**src/rtl/mips_cpu_instr_memory.sv**
```systemverilog
// Instruction memory for the MIPS CPU: filled by a streaming loader, then serves fetches until address 0 halts it.
// Optional macro IMEM_FETCH_COUNT_EN adds a free-running count of RUN cycles on fetch_count.
module mips_cpu_instr_memory #(
    parameter logic [31:0] BASE_ADDR = 32'hBFC00000,
    parameter int          DEPTH     = 64
) (
    input  logic        clk,
    input  logic        reset,
    input  logic        clk_enable,
    input  logic [31:0] instr_address,
    output logic [31:0] instr_readdata,
    input  logic        load_valid,
    input  logic [31:0] load_data,
    input  logic        load_last,
    output logic        load_ready,
    output logic        run,
    output logic        halted,
    output logic        fault,
    output logic [31:0] fetch_count
);

    localparam int          AW        = $clog2(DEPTH);
    localparam logic [31:0] MEM_BYTES = 32'(4 * DEPTH);

    typedef enum logic [1:0] {
        S_LOAD,
        S_RUN,
        S_HALT
    } state_t;

    state_t          state_q, state_d;
    logic [AW-1:0]   wr_ptr_q, wr_ptr_d;
    logic            fault_q, fault_d;
    logic [31:0]     mem_q [DEPTH];

    logic [31:0]     offset;
    logic            addr_legal;
    logic            addr_zero;
    logic [AW-1:0]   rd_idx;
    logic            transfer;

    // Subtracting the base first makes the range check immune to BASE_ADDR+size wrapping.
    assign offset     = instr_address - BASE_ADDR;
    assign addr_legal = (offset[1:0] == 2'b00) && (offset < MEM_BYTES);
    assign addr_zero  = (instr_address == 32'd0);
    assign rd_idx     = offset[AW+1:2];

    assign load_ready = (state_q == S_LOAD) && clk_enable;
    assign transfer   = load_valid && load_ready;

    assign run    = (state_q != S_LOAD);
    assign halted = (state_q == S_HALT);
    assign fault  = fault_q;

    assign instr_readdata = (state_q == S_RUN && addr_legal && !addr_zero) ? mem_q[rd_idx] : 32'd0;

    always_comb begin
        state_d  = state_q;
        wr_ptr_d = wr_ptr_q;
        fault_d  = fault_q;
        if (clk_enable) begin
            case (state_q)
                S_LOAD: begin
                    if (transfer) begin
                        wr_ptr_d = wr_ptr_q + AW'(1);
                        if (load_last || wr_ptr_q == AW'(DEPTH - 1)) begin
                            state_d = S_RUN;
                        end
                    end
                end
                S_RUN: begin
                    // Address 0 is the program-end marker, never a fault.
                    if (addr_zero) begin
                        state_d = S_HALT;
                    end else if (!addr_legal) begin
                        fault_d = 1'b1;
                    end
                end
                default: ;
            endcase
        end
    end

    always_ff @(posedge clk) begin
        if (reset) begin
            state_q  <= S_LOAD;
            wr_ptr_q <= '0;
            fault_q  <= 1'b0;
        end else begin
            state_q  <= state_d;
            wr_ptr_q <= wr_ptr_d;
            fault_q  <= fault_d;
        end
    end

    always_ff @(posedge clk) begin
        if (reset) begin
            for (int i = 0; i < DEPTH; i++) begin
                mem_q[i] <= 32'd0;
            end
        end else if (transfer) begin
            mem_q[wr_ptr_q] <= load_data;
        end
    end

`ifdef IMEM_FETCH_COUNT_EN
    logic [31:0] fetch_count_q, fetch_count_d;

    always_comb begin
        fetch_count_d = fetch_count_q;
        if (clk_enable && state_q == S_RUN) begin
            fetch_count_d = fetch_count_q + 32'd1;
        end
    end

    always_ff @(posedge clk) begin
        if (reset) begin
            fetch_count_q <= 32'd0;
        end else begin
            fetch_count_q <= fetch_count_d;
        end
    end

    assign fetch_count = fetch_count_q;
`else
    assign fetch_count = 32'd0;
`endif

endmodule

```
**config.mk**
```make
export PLATFORM = sky130hd
export DESIGN_NAME = mips_cpu_instr_memory
export DESIGN_NICKNAME = d
export VERILOG_FILES = /design/src/rtl/mips_cpu_instr_memory.sv
export SDC_FILE = /design/constraint.sdc
export NUM_CORES = 2
export LEC_CHECK = 0
export CAP_MARGIN = 5
export CELL_PAD_IN_SITES_DETAIL_PLACEMENT = 1
export CELL_PAD_IN_SITES_GLOBAL_PLACEMENT = 1
export CORE_ASPECT_RATIO = 0.7
export CORE_MARGIN = 8
export CORE_UTILIZATION = 30
export CTS_CLUSTER_SIZE = 12
export DETAILED_ROUTE_END_ITERATION = 12
export GPL_ROUTABILITY_DRIVEN = 0
export GPL_TIMING_DRIVEN = 0
export PLACE_DENSITY = 0.58
export SLEW_MARGIN = 0
export SYNTH_ARGS = -nofsm -noshare
export SYNTH_HDL_FRONTEND = slang
export SYNTH_SLANG_ARGS = --single-unit
```
**constraint.sdc**
```tcl
create_clock -name clk -period 7.74 [get_ports clk]
set_input_delay 1.548 -clock clk [delete_from_list [all_inputs] [get_ports clk]]
set_output_delay 1.548 -clock clk [all_outputs]
set_load 0.02 [all_outputs]
```
# == Yosys cells after proc, flatten, opt, wreduce, memory -nomap -nowiden ==
# Memory sizes are Yosys's and may differ from the RTL's.
# Index checks and enable logic that the tools add are counted.
# Widths: inputs -> output; s select.
# totals
elab_cells,44
ramBits,2048
out_inout_bits,68
n_memories,1
regBits,9
# op_classes
muxes,13
addsub,2
n_bitwise,2
n_reduce_logical,16
magnitude_cmp,1
eq_ne,6
# memory_table
memory,words,word_bits,rd,rd_ports_with_merged_regs,wr,line,text
mem_q,64,32,1,0,64,34,logic [31:0] mem_q [DEPTH];
# op_table
operator,count
$mux 32,2
$logic_not 32->1,1
$lt 32x9->1 const B,1
$reduce_or 32->1,1
$sub 32x32->32 const B,1
$add 6x1->6 const B,1
$eq 6x6->1 const B,1
$mux 1,6
$mux 2,3
$mux 6,1
$logic_and 1x1->1,5
$reduce_and 5->1,1
$logic_not 2->1,2
$ne 2x2->1 const B,2
$pmux 2 s2,1
$reduce_and 4->1,1
$reduce_bool 2->1,2
$reduce_and 3->1,1
$eq 2x1->1 const B,1
$eq 2x2->1 const B,1
$ne 2x1->1 const B,1
$not 1->1,2
$logic_not 1->1,1
$logic_or 1x1->1,1

# == Depth between registers and ports, before layout ==
# depth
ltp_word,8
ltp_mapped,10
depth_no_buf,5

# == Least setup slack after synthesis ==
# OpenSTA, ideal clock, no wires.
# synth_path
kind,in2reg
start,input load_valid
end,"memory mem_q[38][0], enable pin"
setup_ns,0.466
path_stages,6
arrival_ns,4.896
setup_slack_ns,2.378
path_buffers,2
path_cell_list,and4bb_2 > buf_2 > nor3b_2 > nand3_1 > clkbuf_1 > o21ai_0
# synth_lines
element,line,text
"start, declared",12,"input logic load_valid,"
"end, declared",34,

# == Worst setup path in the final report ==
# layout_path
start,input instr_address[3]
end,output instr_readdata[18]
# layout_between
elab_chain_cells,6
word_cells_on_any_way,9
classes_between,add/sub: 1; order compare: 1; mux: 1; reduce/logical: 5; memory: 1
# layout_rtl
element,line,text
"start, declared",10,"input logic [31:0] instr_address,"
$sub 32x32->32,43,assign offset = instr_address - BASE_ADDR;
$lt 32x9->1,44,assign addr_legal = (offset[1:0] == 2'b00) && (offset < MEM_BYTES);
$logic_and 1x1->1,44,
$logic_and 1x1->1 (2 in a row),55,assign instr_readdata = (state_q == S_RUN && addr_legal && !addr_zero) ? mem_q[rd_idx] : 32'd0;
$mux 32 (*),55,
"end, declared",11,"output logic [31:0] instr_readdata,"
# Every way passes the cells marked *; elsewhere a longest branch is shown, timed or not.

==> impl_metrics.csv <==
group,metric,value,unit
clock_network,insertion_delay,920,ps
floorplan,fp-row-count,171,
global_routing,global_route.usage.met3,0.116,
clock_network,cts_tree,"built",
synthesis,post_synth_instance_area,93700,µm²
global_routing,globalRouteTotalUtil,0.248,
synthesis,post_synth_top_flop,"edfxtp_1",
power,switching_share,0.259,
power,powerDensity,233,nW/µm²
floorplan,floorplan.core_area,310000,µm²
power,power.share.combinational,0.103,
sta,totalNegativeSetupSlack,-3110,ps
synthesis,number_of_flops_mapped_to_enable_cells_by_yosys,2048,
global_routing,met1_resource_use_gr,0.356,
finish,regArea,61700,µm²
placement,number_of_buffers_added_on_ports,68,
floorplan,dieArea,331000,µm²
global_routing,grt_first_pass_wirelength,553000,µm
floorplan,fp.dieW,684,µm
synthesis,ys.warnings.count,0,
route,firstDrtPassIters,8,
critical_path,required,6190,ps
job,total_of_max_cap_violations,3,
sta,drv_slew,34,
critical_path,critical_path.max_fanout,10,
global_routing,grt_start_max_net_pins,33,
sta,timing.fmax,125,MHz
run_status,outcome,"finished with violations",
sta,actual_transition_at_the_worst_max_transition_pin,1560,ps
global_routing,global_routing_usage_on_met2,0.325,
route,wirelength,425000,µm
clock_network,num_cts_buffers,216,
critical_path,cp-end-kind,"primary output",
synthesis,yosys_register_bits,2057,
critical_path,reg_to_reg_setup_timing_slack,3160,ps
global_routing,overflow,0,
clock_network,cts_setup_buffers,0,
sta,share_of_the_clock_period_used_by_the_worst_path,1.03,
route,drt_initial_violations,10800,
critical_path,crit_path_start_kind,"input pin",
power,clkPwrFrac,0.391,
synthesis,netlist_instances,5852,
floorplan,io_pins,137,
finish,layout.filler_cells,31600,
sta,finalCriticalPeriod,7980,ps
route,drt_drc_violations_left,0,
power,sequentialPowerShare,0.505,
power,p_leak,37.1,nW
clock_network,cts_hold_buf,0,
route,num_vias,60000,
sta,grt_setup_unrepaired,"no",
clock_network,clk_pin_slew_worst_paths,50,ps
sta,setup-violations-final,24,
finish,number_of_nets_in_the_layout,6328,
route,routedWlPerCell,40.1,µm
route,antenna_violating_nets_post_route,0,
run_status,failing_checks,"max-capacitance violations, max-slew violations, negative setup slack",
power,power_switching,0.00659,W
synthesis,count_of_distinct_cell_types_in_the_synthesized_netlist,57,
global_routing,first_global_vias,57100,
clock_network,clock_sinks,2057,
synthesis,ys_seq_area_frac,0.658,
synthesis,synthesis.area_per_instance,16.0,µm²
clock_network,cts_htree_levels,4,
placement,detailed_place_hpwl,313000,µm
global_routing,gr-max-usage-layer,"met1",
critical_path,timing.setup.critical_path_class,"input pin to primary output",
sta,timing.final.ws_setup,-241,ps
worst_hold_path,min-delay-path-class,"register to register",
floorplan,floorplan.initialDensity,0.302,
finish,area_of_the_multi_input_gates,30100,µm²
synthesis,asyncSetResetFlopFracSynth,0,
finish,area.growth.synth_to_final,16.2,%
sta,max_clock_skew,59.7,ps
sta,final_hold_viol_count,0,
clock_network,postCtsResizedCells,28,
power,irDropWorstVdd,0.185,mV
finish,drive_above_1_share,0.187,
route,via_to_cell_ratio,5.66,
global_routing,antenna_found_initial,85,
clock_network,clockBufferDepth,4,
clock_network,clockRootBuffer,"clkbuf_16",
power,internal-power,0.0188,W
placement,dpl_worst_slack,-577,ps
sta,max_transition_margin,-0.0379,
floorplan,die_h,484,µm
critical_path,critical_path_arrival,6430,ps
==> state kept, by name, indices dropped and copies added (netlist names) <==
signal,count
mem_q,2048
wr_ptr_q,6
state_q,2
fault,1
==> kinds of logic (layout without fill, tap and decap cells) <==
| family | count (synthesis) | after routing | synth area share |
|---|---|---|---|
| fa+ha+maj | 1 | 1 | 0.000134 |
| other cells | 1 | 75 | 0.0000400 |
| buf+inv | 654 | 1163 | 0.0300 |
| compound gates | 196 | 196 | 0.0142 |
| flops | 2057 | 2057 | 0.658 |
| xor+xnor | 4 | 4 | 0.000374 |
| simple gates | 2267 | 2267 | 0.148 |
| mux | 672 | 672 | 0.149 |
==> final timing paths <==
check / endpoint / cells after the start / start
setup / recovery: instr_readdata[18] / 9 / instr_address[3]
hold / removal: fault / 2 / fault
setup reg to reg: mem_q[38][5] / 8 / state_q[1]
hold reg to reg: fault / 2 / fault
==> area by class of cell <==
type                    count  share of cell area
flip-flops and latches   2057               0.567
multi-input cells        3172               0.276
clock buffers             283              0.0525
well taps                4152              0.0477
plain buffers             647              0.0269
repair buffers            158              0.0242
clock inverters            69             0.00448
diodes                     43            0.000988
inverters                   6            0.000207
==> cell usage after synthesis (all sizes together) (3+ instances only) <==
cell type	number	share of area
and2	2051	0.14
edfxtp	2048	0.66
mux4	580	0.14
clkbuf	476	0.019
buf	172	0.011
mux2i	90	0.0096
nor2	87	0.0035
nand2	67	0.0027
o21ai	67	0.0036
a22oi	29	0.0023
o22ai	19	0.0013
a32oi	16	0.0015
a31oi	11	0.00073
nor4	10	0.00067
a221oi	9	0.00084
dfxtp	9	0.0019
nor2b	9	0.00060
a22o	8	0.00075
a21oi	7	0.00037
a221o	7	0.00075
and3	7	0.00047
a211oi	6	0.00048
inv	6	0.00024
nand3	5	0.00027
nand4	5	0.00033
a2111oi	4	0.00037
nor3b	4	0.00037
or2	4	0.00027
a32o	3	0.00032
nor3	3	0.00016
o32ai	3	0.00028
xor2	3	0.00028
==> cell usage in the layout, fill, tap and decap left out, drive strengths merged, types with 4 or more instances in the layout <==
master / synthesis / routed
o22ai: 19 / 19
clkbuf: 476 / 758
mux4: 580 / 580
and3: 7 / 7
bufinv: 0 / 7
a31oi: 11 / 11
nand2: 67 / 67
a2111oi: 4 / 4
nor4: 10 / 10
a221oi: 9 / 9
o21ai: 67 / 67
a221o: 7 / 7
dfxtp: 9 / 9
inv: 6 / 10
a22oi: 29 / 29
nor2: 87 / 87
a22o: 8 / 8
a21oi: 7 / 7
edfxtp: 2048 / 2048
clkdlybuf4s50: 0 / 68
nand4: 5 / 5
or2: 4 / 4
diode: 0 / 43
and2: 2051 / 2051
nor3b: 4 / 4
a211oi: 6 / 6
conb: 1 / 32
nor2b: 9 / 9
a32oi: 16 / 16
buf: 172 / 256
nand3: 5 / 5
clkinv: 0 / 56
mux2i: 90 / 90
clkdlybuf4s15: 0 / 5
==> layer usage <==
layer / up-vias / part of all wire
met4: 2 / 0.040
met2: 4314 / 0.38
met3: 643 / 0.16
met1: 32600 / 0.42
met5: - / 0.000045
li1: 22400 / -
==> power by group through the flow <==
stage	logic (W)	registers, W	clock network [W]
after detailed placement	0.00249	0.0131	0
after CTS	0.00251	0.0128	0.00997
after global routing	0.00260	0.0129	0.0103
final	0.00263	0.0128	0.00994
after global placement	0.00233	0.0131	0
after floorplan	0.00106	0.0130	0
==> through the flow <==
| step | hold WS, ps | instance area (µm²) | std cells | util | total power [W] |
|---|---|---|---|---|---|
| 2_1_floorplan | 484 | 93800 | 5883 | - | 0.0141 |
| 3_3_place_gp | 459 | 99700 | 10100 | 0.321 | 0.0155 |
| 3_5_place_dp | 500 | 102000 | 10200 | 0.330 | 0.0156 |
| 4_1_cts | 515 | 109000 | 10500 | 0.350 | 0.0253 |
| 5_1_grt | 561 | 109000 | 10600 | 0.350 | 0.0258 |
| 6_report | 502 | 109000 | 10600 | 0.351 | 0.0254 |
==> worst max-delay path, stage by stage <==
cell and delay [ps]:
buf_4 380, buf_2 590, buf_2 500, buf_2 670
buf_2 510, mux4_2 520, mux2i_1 780, o22ai_1 240
clkdlybuf4s50_1 600
(Power assumes the default switching activity.)
